==> src/rtl/wash_job_scheduler.sv <==
// wash_job_scheduler: queues paid wash jobs and dispatches them round-robin to idle machines
module wash_job_scheduler #(
  parameter int N_MACH     = 4,
  parameter int FIFO_DEPTH = 4
) (
  input  logic                          clk,
  input  logic                          rst,
  input  logic                          job_valid,
  input  logic                          job_dw,
  output logic                          job_ready,
  input  logic                          sched_en,
  input  logic [N_MACH-1:0]             mach_avail,
  input  logic [N_MACH-1:0]             mach_done,
  output logic [N_MACH-1:0]             mach_coin,
  output logic [N_MACH-1:0]             mach_dw,
  output logic [N_MACH-1:0]             mach_busy,
  output logic [$clog2(FIFO_DEPTH):0]   q_count,
  output logic                          err_spur
);
  localparam int AW = $clog2(FIFO_DEPTH);
  localparam int CW = AW + 1;
  localparam int PW = $clog2(N_MACH);
  logic [FIFO_DEPTH-1:0] q_dw;
  logic [AW-1:0]         wr_ptr, rd_ptr;
  logic [PW-1:0]         rr_ptr, g, g_nxt;
  logic [N_MACH-1:0]     idle, g_oh, done_ok;
  logic                  push, disp;
  assign job_ready = q_count != CW'(FIFO_DEPTH);
  assign push      = job_valid && job_ready;
  assign idle      = ~mach_busy & mach_avail;
  assign disp      = sched_en && q_count != '0 && |idle;
  assign g_oh      = disp ? N_MACH'(1) << g : '0;
  assign g_nxt     = g == PW'(N_MACH - 1) ? '0 : g + PW'(1);
  assign done_ok   = mach_done & mach_busy;
  // Round-robin grant: descending scan so the closest idle machine at or after rr_ptr wins
  always_comb begin
    g = '0;
    for (int k = N_MACH - 1; k >= 0; k--)
      if (idle[(int'(rr_ptr) + k) % N_MACH]) g = PW'((int'(rr_ptr) + k) % N_MACH);
  end
  // Job queue storage and pointers; ring wraps naturally at the power-of-two depth
  always_ff @(posedge clk or negedge rst) begin
    if (!rst) begin
      q_dw    <= '0;
      wr_ptr  <= '0;
      rd_ptr  <= '0;
      q_count <= '0;
    end else begin
      if (push) q_dw[wr_ptr] <= job_dw;
      wr_ptr  <= push ? wr_ptr + AW'(1) : wr_ptr;
      rd_ptr  <= disp ? rd_ptr + AW'(1) : rd_ptr;
      q_count <= q_count + CW'(push) - CW'(disp);
    end
  end
  // Machine ownership: dispatch claims an idle machine, a done pulse on a busy machine frees it
  always_ff @(posedge clk or negedge rst) begin
    if (!rst) begin
      mach_coin <= '0;
      mach_busy <= '0;
      mach_dw   <= '0;
      rr_ptr    <= '0;
      err_spur  <= 1'b0;
    end else begin
      mach_coin <= g_oh;
      mach_busy <= (mach_busy & ~done_ok) | g_oh;
      mach_dw   <= (mach_dw & ~done_ok) | (q_dw[rd_ptr] ? g_oh : '0);
      rr_ptr    <= disp ? g_nxt : rr_ptr;
      err_spur  <= err_spur | |(mach_done & ~mach_busy);
    end
  end
endmodule

==> config.mk <==
export PLATFORM = sky130hd
export DESIGN_NAME = wash_job_scheduler
export DESIGN_NICKNAME = d
export VERILOG_FILES = /design/src/rtl/wash_job_scheduler.sv
export SDC_FILE = /design/constraint.sdc
export NUM_CORES = 1
export LEC_CHECK = 0
export CAP_MARGIN = 20
export CORE_UTILIZATION = 35
export CTS_CLUSTER_SIZE = 16
export DETAILED_ROUTE_END_ITERATION = 16
export PLACE_DENSITY_LB_ADDON = 0.05
export SKIP_CTS_REPAIR_TIMING = 1
export SLEW_MARGIN = 20
export SYNTH_ARGS = -nofsm -noshare
export SYNTH_HDL_FRONTEND = slang
export SYNTH_SLANG_ARGS = --single-unit
==> constraint.sdc <==
create_clock -name clk -period 6.09 [get_ports clk]
set_input_delay 1.218 -clock clk [delete_from_list [all_inputs] [get_ports clk]]
set_output_delay 1.218 -clock clk [all_outputs]
set_load 0.02 [all_outputs]
==> metrics.txt <==
ANT cells=0; P per Cell Area=516 nW/µm²; average via count per standard cell=between 4 and 5; nets=about 170; FMAX=approximately 310 MHz; Num CTS Buffers=3; Die Wd=64.9 µm; DRT antenna net count=0; total leakage power=around 0.8 nW; warning count from the yosys run=0; WHS=approximately 500 ps; final wirelength=2630 µm; vias in the first global route=~920; Async SR Flop Fraction=100%; Skew-Pair Late Insertion Delay=roughly 270 ps; #FFs+latches synth=26; critical path data required time=between 6000 and 7000 ps; WL/cell=approximately 13 µm; commonest cells after routing, fill and taps aside=clkdlybuf4s50_1 (29), dfrtp_1 (26), nand2_1 (14); Post-route DRC=0; worst hold-check path type=reg2reg; first-pass GRT wire length=between 4000 and 5000 µm; GRT Util Overall=14.3%; GP Congestion=between 0.7 and 0.8; detailed-route via count=936; initial core utilization=between 30% and 40%; share of cells above drive strength 1=between 10% and 20%; Final Hold Viols=0; Initial DRT Pass Iterations=4; Overall Power=0.000927 W; final setup violation count=0; antenna violations before repair=0; core area=approximately 3700 µm²; maximum VDD drop=0.186 mV; CTS tree=built; RSZ-0062 raised after global routing=false; status=finished clean; Clock Skew=roughly 3.5 ps; average size of a mapped cell=approximately 12 µm²; full die area=4210 µm²; Worst Setup Start Kind=input pin; commonest non-fill, non-tap cell in the layout=clkdlybuf4s50_1; Arr. time, crit path=around 3400 ps; Mapped Cells=117; Post-DP HPWL=2030 µm; crit path max fanout=5; Final WS setup=roughly 2900 ps; Setup TNS Final=0 ps; Max Cap Viol=0; Tcrit/Tclk final=52.9%; Worst slew margin=approximately 65%; CTS H-tree lvls=1; Ports=30; row count=22; CTS root buf=clkbuf_8; Longest Clk Path Bufs=2; EDFF count, synth=0; DR iter-0 viols=26; P&R area growth vs syn=30.0%; Port Buffers=29; clk slew on worst S/H paths=90 ps; die span in y=around 65 µm; grt ovf=0; Seq/Total Area, Yosys=a little under half; max-slew violation count=0; synthesized cell area=1380 µm²; Crit. End Element=flop; Worst Max-Slew Pin Slew=516 ps; Main synth FF type=dfrtp_1; fill cell count=350; Final min period=3220 ps; CP Class=in2reg; Setup WS pre-CTS=between 2000 and 3000 ps; Netlist cell types=36; largest net degree at the start of global routing=27; clk sink count=26; Syn Nets=roughly 140
## power breakdown
group | internal (W) | leakage (nW) | switching (W)
clock network | 0.0000880 | 0.0357 | 0.0000544
logic | 0.000233 | 0.459 | 0.000223
registers | 0.000253 | 0.319 | 0.0000759
## metrics by stage
stage               cell area (µm²)  utilization (%)  instances
finish                         1800             48.4        196
global route                   1800             48.4        196
CTS                            1800             48.4        196
detailed placement             1730             46.4        192
global placement               1730             46.4        192
floorplan                      1380                -        117
## logic make-up (layout without fill, tap and decap cells)
group,Yosys count,count (layout),synth area share [%]
flip-flops,26,26,47.1
adder cells (fa/ha/maj),11,11,10.5
XOR/XNOR,5,5,3.17
buffers and inverters,13,44,3.80
AO/OA/AOI/OAI,23,23,14.3
AND/OR/NAND/NOR,31,31,13.9
multiplexers,8,8,7.24
## cell usage after synthesis, drive strengths merged, types with 3 or more instances
cell | count | area share (%)
mux2 | 6 | 4.9
inv | 10 | 2.7
a22o | 4 | 2.5
a21o | 3 | 1.6
o21ai | 3 | 1.1
xnor2 | 3 | 1.9
buf | 3 | 1.1
dfrtp | 26 | 47
nor2b | 3 | 2.6
ha | 10 | 9.0
nand2 | 14 | 3.8
and2 | 5 | 2.3
## worst paths after layout
kind                               start      endpoint  slack [ps]  cells past startpoint
min in group asynchronous            rst  mach_busy[3]        1300                      2
min                             err_spur      err_spur         490                      1
max                        mach_avail[2]    mach_dw[1]        2870                      9
min reg2reg                     err_spur      err_spur         490                      1
max in group asynchronous            rst    q_count[1]        4540                      2
max reg2reg                    rr_ptr[0]    mach_dw[1]        3790                      7
## flip-flops by register name (all words and copies together) (netlist names)
register	flops
err_spur	1
mach_busy	4
mach_coin	4
mach_dw	4
q_count	3
q_dw	4
rd_ptr	2
rr_ptr	2
wr_ptr	2
## per-layer routing
layer,track usage (%),up-vias,share of wire (%)
met5,0,-,0
met3,2.64,5,3.2
li1,-,461,-
met1,17.9,453,45
met2,23.7,17,50
met4,6.67,0,1.9
## critical path: stages
cell and delay, ps:
clkdlybuf4s50_1 510, nand2b_4 90, nand4b_1 130, o21ai_1 90, a311oi_2 350, mux2_1 380, ha_1 220, and2_1 170
a22o_1 210
## cell type report
cell class	instances	area (µm²)	area share, %
timing repair buffer	30	298	16.6
inverter	10	37.5	2.09
tap	48	60.1	3.34
clock buffer	3	41.3	2.30
clock inverter	1	30.0	1.67
multi-input combinational	78	679	37.8
sequential	26	651	36.2
Power figures use the tool's default switching activity.
